===== src/rtl/adder_pkg.sv =====
// Shared helpers for the segmented, carry-pipelined adder family.
package adder_pkg;

    // Ceiling log2 for elaboration-time sizing (returns 0 for v <= 1).
    function automatic int unsigned clog2(input int unsigned v);
        int unsigned r;
        r = 0;
        for (int unsigned i = 0; i < 32; i++) begin
            if ((64'd1 << i) < 64'(v)) r = i + 1;
        end
        return r;
    endfunction

    // Legal geometry: SEG is a power of two >= 4 and divides WIDTH exactly.
    function automatic bit widths_legal(input int unsigned width, input int unsigned seg);
        return (seg >= 4) && ((seg & (seg - 1)) == 0) && (width >= seg) && ((width % seg) == 0);
    endfunction

endpackage


===== src/rtl/prefix_segment_adder.sv =====
// Combinational SEG-bit adder with a Kogge-Stone carry network.
module prefix_segment_adder
    import adder_pkg::*;
#(
    parameter int unsigned SEG = 16
) (
    output logic [SEG-1:0] sum,
    output logic           cout,
    input  logic [SEG-1:0] a,
    input  logic [SEG-1:0] b,
    input  logic           cin
);
    localparam int unsigned LVL = clog2(SEG);

    logic [SEG-1:0]          hp;
    logic [LVL:0][SEG-1:0]   g;
    logic [LVL-1:0][SEG-1:0] p;

    // cin is folded into bit 0's generate and bit 0's propagate forced to 0, so
    // every prefix that already reaches bit 0 has p=0; that lets resolved
    // positions combine with themselves instead of needing a separate pass-through.
    assign hp   = a ^ b;
    assign g[0] = (a & b) | {{(SEG-1){1'b0}}, hp[0] & cin};
    assign p[0] = {hp[SEG-1:1], 1'b0};

    for (genvar l = 0; l < LVL; l++) begin : g_lvl
        for (genvar i = 0; i < SEG; i++) begin : g_bit
            localparam int J = (i >= (1 << l)) ? i - (1 << l) : i;
            assign g[l+1][i] = g[l][i] | (p[l][i] & g[l][J]);
            if (l + 1 < LVL) begin : g_prop
                assign p[l+1][i] = p[l][i] & p[l][J];
            end
        end
    end

    assign sum  = hp ^ {g[LVL][SEG-2:0], cin};
    assign cout = g[LVL][SEG-1];

endmodule


===== src/rtl/pipelined_segment_adder.sv =====
// WIDTH-bit add/subtract, one SEG-bit segment per pipeline stage, with a
// global-stall valid/ready handshake. Latency NSEG, throughput 1/cycle.
module pipelined_segment_adder
    import adder_pkg::*;
#(
    parameter int unsigned WIDTH = 32,
    parameter int unsigned SEG   = 16
) (
    input  logic             clk,
    input  logic             rst_n,
    input  logic             in_valid,
    output logic             in_ready,
    input  logic [WIDTH-1:0] a,
    input  logic [WIDTH-1:0] b,
    input  logic             cin,
    input  logic             sub,
    output logic             out_valid,
    input  logic             out_ready,
    output logic [WIDTH-1:0] sum,
    output logic             cout,
    output logic             ovf
);
    localparam int unsigned NSEG = WIDTH / SEG;

    if (!widths_legal(WIDTH, SEG)) begin : g_bad_geometry
        $error("pipelined_segment_adder: WIDTH must be a multiple of SEG, SEG a power of two >= 4");
    end

    // a_rem/b_rem are shifted right one segment per stage, so the segment to be
    // added next always sits in bits [SEG-1:0].
    typedef struct packed {
        logic             valid;
        logic [WIDTH-1:0] psum;
        logic [WIDTH-1:0] a_rem;
        logic [WIDTH-1:0] b_rem;
        logic             carry;
        logic             sa;
        logic             sb;
    } stage_t;

    stage_t           st [NSEG];
    logic [SEG-1:0]   seg_sum [NSEG];
    logic             seg_cout [NSEG];
    logic [WIDTH-1:0] beff;
    logic             c0;
    logic             stall;
    logic             accept;

    assign beff     = sub ? ~b : b;
    assign c0       = sub | cin;
    assign stall    = st[NSEG-1].valid & ~out_ready;
    assign in_ready = ~stall;
    assign accept   = in_valid & in_ready;

    for (genvar k = 0; k < NSEG; k++) begin : g_seg
        if (k == 0) begin : g_first
            prefix_segment_adder #(.SEG(SEG)) u_seg (
                .sum  (seg_sum[k]),
                .cout (seg_cout[k]),
                .a    (a[SEG-1:0]),
                .b    (beff[SEG-1:0]),
                .cin  (c0)
            );
        end else begin : g_next
            prefix_segment_adder #(.SEG(SEG)) u_seg (
                .sum  (seg_sum[k]),
                .cout (seg_cout[k]),
                .a    (st[k-1].a_rem[SEG-1:0]),
                .b    (st[k-1].b_rem[SEG-1:0]),
                .cin  (st[k-1].carry)
            );
        end
    end

    // Pipeline shift: whole pipe freezes on stall; data only loads behind a valid.
    always_ff @(posedge clk or negedge rst_n) begin
        if (!rst_n) begin
            for (int unsigned k = 0; k < NSEG; k++) st[k] <= '0;
        end else if (!stall) begin
            st[0].valid <= accept;
            if (accept) begin
                st[0].psum  <= WIDTH'(seg_sum[0]);
                st[0].a_rem <= a >> SEG;
                st[0].b_rem <= beff >> SEG;
                st[0].carry <= seg_cout[0];
                st[0].sa    <= a[WIDTH-1];
                st[0].sb    <= beff[WIDTH-1];
            end
            for (int unsigned k = 1; k < NSEG; k++) begin
                st[k].valid <= st[k-1].valid;
                if (st[k-1].valid) begin
                    st[k].psum  <= st[k-1].psum | (WIDTH'(seg_sum[k]) << (k * SEG));
                    st[k].a_rem <= st[k-1].a_rem >> SEG;
                    st[k].b_rem <= st[k-1].b_rem >> SEG;
                    st[k].carry <= seg_cout[k];
                    st[k].sa    <= st[k-1].sa;
                    st[k].sb    <= st[k-1].sb;
                end
            end
        end
    end

    assign out_valid = st[NSEG-1].valid;
    assign sum       = st[NSEG-1].psum;
    assign cout      = st[NSEG-1].carry;
    assign ovf       = (st[NSEG-1].sa == st[NSEG-1].sb) & (st[NSEG-1].psum[WIDTH-1] != st[NSEG-1].sa);

endmodule


===== config.mk =====
export PLATFORM = sky130hd
export DESIGN_NAME = pipelined_segment_adder
export DESIGN_NICKNAME = d
export VERILOG_FILES = /design/src/rtl/adder_pkg.sv /design/src/rtl/prefix_segment_adder.sv /design/src/rtl/pipelined_segment_adder.sv
export SDC_FILE = /design/constraint.sdc
export NUM_CORES = 1
export LEC_CHECK = 0
export ABC_AREA = 1
export CORE_MARGIN = 8
export CORE_UTILIZATION = 29
export CTS_CLUSTER_DIAMETER = 60
export DETAILED_ROUTE_END_ITERATION = 10
export PLACE_DENSITY = 0.47
export SYNTH_ARGS = -nofsm -noshare
export SYNTH_HDL_FRONTEND = slang
export SYNTH_SLANG_ARGS = --single-unit
export TNS_END_PERCENT = 50

===== constraint.sdc =====
create_clock -name clk -period 2.4 [get_ports clk]
set_input_delay 0.48 -clock clk [delete_from_list [all_inputs] [get_ports clk]]
set_output_delay 0.48 -clock clk [all_outputs]
set_load 0.01 [all_outputs]

==> impl_metrics.tcl, run 1 <==
set metrics [dict create \
    hold_buffer_count_at_cts 0 \
    grt_pass1_vias 4752 \
    initial_antenna_violation_count 0 \
    track_usage_pct 12.5 \
    clock_insertion_delay_worst_skew_ps 340 \
    grt_pass1_wl_um 24000 \
    skew_ps 9.10 \
    routed_wirelength_um 14600 \
    peakVddDrop_uv 283 \
    buffers_on_ports 105 \
    top_level_ports 106 \
    gp_congestion 0.866 \
    clkSlewWorstSetupHoldPaths_ps 70 \
    worstPathMaxFanout 4 \
    number_of_design_rule_violations_left_by_the_first_detailed_router_iteration 157 \
    drt-met1-wl_um 6750 \
    power.share.clock_pct 24.9 \
    tritoncts_clock_tree "done" \
    power.share.sequential_pct 34.6 \
    timing.hold.worst.class "primary input to async pin" \
    cp_data_required_time_ps 2630 \
    intPower_w 0.00397 \
    route.met2.wl_um 6990 \
    synthesis.nets 878 \
    cts-htree-levels 3 \
    worst-slew-pin-transition_ps 375 \
    dpl_worst_slack_ps -371 \
    wire_per_inst_um 13.0 \
    setup_viols_final 0 \
    number_of_warnings_reported_in_the_yosys_synthesis_log 0 \
    syn-instance-count 774 \
    asyncSetResetFlopFracSynth_pct 100 \
    wl_met3_um 606 \
    ys_ff_latch 86 \
    post-cts-setup-buffers 0 \
    grt_max_degree 42 \
    final.setup.tns_ps 0 \
    power_leakage_nw 3.67 \
    switchingPower_w 0.00213 \
    layout_cells_sized_above_1_pct 6.53 \
    die-width_um 155 \
    grt_overflow 0 \
    cts_num_sinks 86 \
    power_frac_comb_pct 40.5 \
    worst_setup_path_end_kind "flip-flop" \
    number_of_pins_with_negative_max_slew_slack_in_the_final_report 0 \
    effective_utilization_at_floorplan_pct 29.2 \
    outcome "finished clean" \
    switching_share_pct 34.9 \
    critical_path.n_buffers_inverters 1 \
    crit_chain "clkdlybuf4s50_1 -> xor2_1 -> fa_2 -> fa_2 -> nand2_2 -> nand2_2 -> nand3_1 -> nand2_2 -> or2_0 -> nand3_1 -> o21ai_1" \
    layout-area-overhead-vs-synth_pct 27.2 \
    final_min_period_over_clock_period_pct 91.4 \
    firstDrtPassIters 4 \
    antenna_violating_nets_post_route 0 \
    highest_layer "met4" \
    synth_flop_cell "sky130_fd_sc_hd__dfrtp_1" \
    fp.dieH_um 155 \
    cts_root_buffer "sky130_fd_sc_hd__clkbuf_16" \
    routed-via-count 4696 \
    avgViaCountPerCell 4.18 \
    critPathMaxStageDelay_ps 410 \
    netlist_area_um2 5640 \
    syn-mean-instance-area_um2 7.28 \
    sequential_cell_area_fraction_in_the_yosys_report_pct 38.2 \
    worst_path_most_repeated_cell "sky130_fd_sc_hd__nand2_2" \
    fin_crit_period_ps 2190 \
    hold_violations 0 \
    totalPowerFinal_w 0.00610 \
    drv_cap 0 \
    grt_setup_unrepaired "false" \
    detail_route.drc_violations 0 \
    worstSetupPathType "primary input to flip-flop" \
    place.detailed.instances 1108 \
    clock_path_buffers 2 \
    worst_slew_margin_rel_pct 75.0 \
    diodes 0 \
    instances_no_fill 1123 \
    net_count_of_the_finished_layout 958 \
    synth_cell_type_count 29 \
    postLayoutCoreUtil_pct 37.2 \
    cts-buffers-inserted 9 \
    critical_path_arrival_ps 2430 \
    die_area_um2 24100 \
    fmaxAchievable_ghz 0.456 \
    dp_hpwl_um 11800 \
    cp-start-kind "primary input" \
    synth_edf_count 0 \
    power_density_cells_nw_per_um2 851 \
    critical-path-top-delay-family "adder cells" \
    num_rows 51 \
    worst_slack_ps 205 \
    core_region_area_um2 19300 \
    worst_path_max_delay_cell "sky130_fd_sc_hd__clkdlybuf4s50_1" \
]
per-stage QoR:
stage | area [µm²] | hold WS (ps)
final | 7170 | 54.0
after global routing | 7170 | 79.8
after CTS | 7150 | 62.2
after detailed placement | 6830 | 433
after global placement | 6830 | 438
after floorplan | 5660 | 184
cells in the mapped netlist (2+ instances only):
library cell | number | area (µm²)
sky130_fd_sc_hd__o21ai_1 | 3 | 15.0
sky130_fd_sc_hd__dfrtp_1 | 86 | 2150
sky130_fd_sc_hd__nand2_1 | 309 | 1160
sky130_fd_sc_hd__inv_2 | 3 | 11.3
sky130_fd_sc_hd__nand2_2 | 3 | 18.8
sky130_fd_sc_hd__nand3_2 | 2 | 20.0
sky130_fd_sc_hd__or2_0 | 4 | 25.0
sky130_fd_sc_hd__clkbuf_1 | 4 | 15.0
sky130_fd_sc_hd__nand3_1 | 39 | 195
sky130_fd_sc_hd__nand3b_1 | 6 | 45.0
sky130_fd_sc_hd__xor2_1 | 19 | 166
sky130_fd_sc_hd__fa_1 | 4 | 80.1
sky130_fd_sc_hd__buf_4 | 42 | 315
sky130_fd_sc_hd__nor3_1 | 6 | 30.0
sky130_fd_sc_hd__buf_2 | 7 | 35.0
sky130_fd_sc_hd__o21ai_0 | 37 | 185
sky130_fd_sc_hd__ha_1 | 30 | 375
sky130_fd_sc_hd__nor2_1 | 30 | 113
sky130_fd_sc_hd__o22ai_1 | 2 | 12.5
sky130_fd_sc_hd__nor2_2 | 2 | 12.5
sky130_fd_sc_hd__or2_1 | 3 | 18.8
sky130_fd_sc_hd__a21oi_1 | 18 | 90.1
sky130_fd_sc_hd__xnor2_1 | 17 | 149
sky130_fd_sc_hd__inv_1 | 89 | 334
sky130_fd_sc_hd__nand4_1 | 3 | 18.8
sky130_fd_sc_hd__or2_2 | 3 | 18.8
cells by family after synthesis:
logic type	after synthesis	share of synthesized area (%)
buf+inv	145	12.6
fa+ha+maj	34	8.08
xor+xnor	36	5.59
compound gates	60	5.37
simple gates	413	30.2
flops	86	38.2
path summary, 6_finish.rpt:
kind                              start       to  slack, ps  cells past startpoint
worst max-delay path               b[0]  st[173]        210                     11
max in group asynchronous         rst_n  st[180]       1790                      2
worst max register to register  st[102]  sum[22]        380                      9
min in group clk                st[180]  sum[13]        470                      2
worst min-delay path              rst_n  st[168]         50                      1
worst min register to register  st[180]  sum[13]        470                      2
power by group through the flow:
stage	Combinational, W	Clock [W]	Sequential, W
floorplan	0.00177	0	0.00207
finish	0.00247	0.00152	0.00211
global route	0.00280	0.00163	0.00217
global placement	0.00251	0	0.00213
CTS	0.00253	0.00157	0.00212
detailed placement	0.00251	0	0.00214
per-layer routing:
layer,GRT usage (%),vias up
li1,-,2507
met5,0,-
met3,2.69,14
met4,3.84,0
met1,15.1,2102
met2,21.6,73
cell usage in the layout (no fill, tap or decap), drive strengths merged, types with 4 or more instances in the layout:
| cell type | synthesis | routed |
|---|---|---|
| dfrtp | 86 | 86 |
| nand3b | 6 | 6 |
| nor2 | 32 | 32 |
| inv | 92 | 93 |
| clkbuf | 4 | 10 |
| o21ai | 40 | 40 |
| nand3 | 41 | 41 |
| xnor2 | 17 | 17 |
| nor3 | 6 | 6 |
| fa | 4 | 4 |
| nand2 | 312 | 312 |
| or2 | 11 | 11 |
| ha | 30 | 30 |
| buf | 49 | 19 |
| xor2 | 19 | 19 |
| clkdlybuf4s50 | 0 | 102 |
| a21oi | 18 | 18 |
what timing repair did:
item	4_1_cts	5_1_grt
gates resized for setup	0	6
setup endpoints to repair	1	5
pin swaps	1	4
layout make-up:
class	instances	area [µm²]
tap	265	332
clock inverter	5	82.6
timing repair buffer	122	1220
multi-input combinational	543	2790
sequential	86	2150
clock buffer	10	239
fill	2096	12100
inverter	92	345
registers in the layout (all words and copies together) (netlist names):
name,flops
out_valid,1
cout,1
sum,32
st,52
Note: power is estimated with default switching activity, not from simulation.
==> run 2: changes to the inputs <==
- CORE_UTILIZATION: 29 -> 43
- PLACE_DENSITY: 0.47 -> 0.65
- clock period: 2.4 -> 2.3 ns (I/O delays scaled with it)
==> run 2 against run 1 <==
Largest cell class unchanged. Combinational power up 4%. Clock power down 5%. Worst hold slack better by 48 ps. Critical path type unchanged. Routed wire length down 5.1%.
==> impl_metrics.tcl, run 2 (synthesis results as in run 1) <==
set metrics [dict create \
    avgViaCountPerCell 4.62 \
    final.setup.tns_ps 0 \
    number_of_design_rule_violations_left_by_the_first_detailed_router_iteration 282 \
    fin_crit_period_ps 2160 \
    grt_setup_unrepaired "false" \
    detail_route.drc_violations 0 \
    grt_overflow 0 \
    routed-via-count 4754 \
    clock_path_buffers 2 \
    worst_path_most_repeated_cell "sky130_fd_sc_hd__nand2_2" \
    layout-area-overhead-vs-synth_pct 23.9 \
    power_leakage_nw 3.63 \
    grt_pass1_wl_um 23300 \
    peakVddDrop_uv 466 \
    final_min_period_over_clock_period_pct 94.0 \
    worst_slew_margin_rel_pct 49.8 \
    number_of_pins_with_negative_max_slew_slack_in_the_final_report 0 \
    placed_cell_area_um2 6650 \
    fmaxAchievable_ghz 0.463 \
    core_region_area_um2 13000 \
    drv_cap 0 \
    power_density_cells_nw_per_um2 891 \
    routed_wirelength_um 13800 \
    die-width_um 130 \
    cp_data_required_time_ps 2490 \
    effective_utilization_at_floorplan_pct 43.2 \
    worst_setup_path_end_kind "flip-flop" \
    clock_insertion_delay_worst_skew_ps 330 \
    firstDrtPassIters 4 \
    dp_hpwl_um 10700 \
    tritoncts_clock_tree "done" \
    initial_antenna_violation_count 0 \
    clkSlewWorstSetupHoldPaths_ps 60 \
    buffers_on_ports 105 \
    grt_max_degree 57 \
    r2r.worst_path.cells 9 \
    instances_no_fill 1030 \
    cts-htree-levels 3 \
    top_level_ports 106 \
    final_cell_area_um2 6980 \
    hold_slack_ps 102 \
    place.detailed.instances 1013 \
    skew_ps 6.41 \
    r2r_start "st[102]" \
    die_area_um2 17000 \
    gp_congestion 0.849 \
    diodes 0 \
    worstPathMaxFanout 4 \
    net_count_of_the_finished_layout 954 \
    ff2ff_setup_slack_ps 280 \
    critPathMaxStageDelay_ps 410 \
    cts-buffers-inserted 9 \
    top_register "st" \
    mostFrequentLayoutCell "sky130_fd_sc_hd__nand2_1" \
    most_frequent_cells_in_the_layout "sky130_fd_sc_hd__nand2_1, sky130_fd_sc_hd__clkdlybuf4s50_1, sky130_fd_sc_hd__inv_1" \
    fp.dieH_um 130 \
    wire_per_inst_um 13.4 \
    num_rows 42 \
    critical_path_arrival_ps 2350 \
    grt_pass1_vias 4774 \
    worst_path_max_delay_cell "sky130_fd_sc_hd__fa_2" \
    crit_chain "dlygate4sd2_1 -> or2_4 -> fa_2 -> fa_2 -> nand2_2 -> nand2_2 -> nand3_2 -> nand2_2 -> or2_0 -> nand3_1 -> o21ai_1" \
    cts_root_buffer "sky130_fd_sc_hd__clkbuf_16" \
    worst-slew-pin-transition_ps 752 \
    worstSetupPathType "primary input to flip-flop" \
    max_ffs_per_register 52 \
    outcome "finished clean" \
    cp-start-kind "primary input" \
    antenna_violating_nets_post_route 0 \
    hold_violations 0 \
    r2r-end "sum[22]" \
    setup_viols_final 0 \
    timing.hold.worst.class "primary input to async pin" \
    track_usage_pct 17.2 \
    cts_num_sinks 86 \
    layout_cells_sized_above_1_pct 6.09 \
    hold_buffer_count_at_cts 0 \
]
-- run 2: changes by cell type in the layout (fill, tap and decap cells not counted), sizes merged, moves of 2 or more --
cell	change
clkinv	-2
clkinvlp	+3
clkdlybuf4s50	-2
buf	-4
-- run 2: layout make-up --
cell class | instances | area, µm²
timing repair buffer | 118 | 1170
multi-input combinational | 543 | 2800
clock buffer | 9 | 225
inverter | 92 | 345
tap | 176 | 220
sequential | 86 | 2150
fill | 1352 | 6050
clock inverter | 6 | 70.1
-- run 2: how the worst max path moves through the flow --
stage	to	from	slack, ps	cells after the start
2_1_floorplan	st[175]	sub	-140	13
3_3_place_gp	st[173]	cin	-440	11
3_5_place_dp	st[173]	cin	-500	11
4_1_cts	st[173]	b[0]	50	11
5_1_grt	st[178]	sub	20	12
6_report	st[173]	cin	140	11
-- run 2: report_power, final --
group          switching (W)  total (W)  internal, W
logic                0.00135    0.00256      0.00120
registers           0.000262    0.00221      0.00195
clock network       0.000609    0.00145     0.000843
total                0.00223    0.00622      0.00400
-- run 2: per-layer routing --
layer,GRT usage [%],wire (µm),vias to the layer above
met5,0,0,-
met4,4.59,178,0
met3,3.17,671,11
met2,28.5,6370,85
met1,22.7,6600,2149
li1,-,-,2509
-- run 2: stage by stage --
stage	power [W]	util [%]	worst slack [ps]
after floorplan	0.00400	-	-139
after global placement	0.00476	51.0	-443
after detailed placement	0.00479	51.0	-497
after CTS	0.00630	53.4	54.9
after global routing	0.00671	53.6	24.2
final	0.00622	53.6	138
-- run 2: critical path: cells and delay by family --
kind	cells	cell delay, ps
compound gates	1	70
fa+ha+maj	2	770
buf+inv	1	230
simple gates	7	820
-- run 2: timing repair --
| item | 4_1_cts | 5_1_grt |
|---|---|---|
| pin swaps | 7 | 4 |
| setup endpoints to repair | 6 | 2 |
| setup buffers | 1 | 1 |
| gates resized for setup | 5 | 3 |
| cloned | 0 | 0 |
==> run 3: changes to the inputs <==
- ABC_CLOCK_PERIOD_IN_PS: default -> 2300
==> results of run 3 <==
The final DEF is identical to that of run 2; final timing and power are the same.
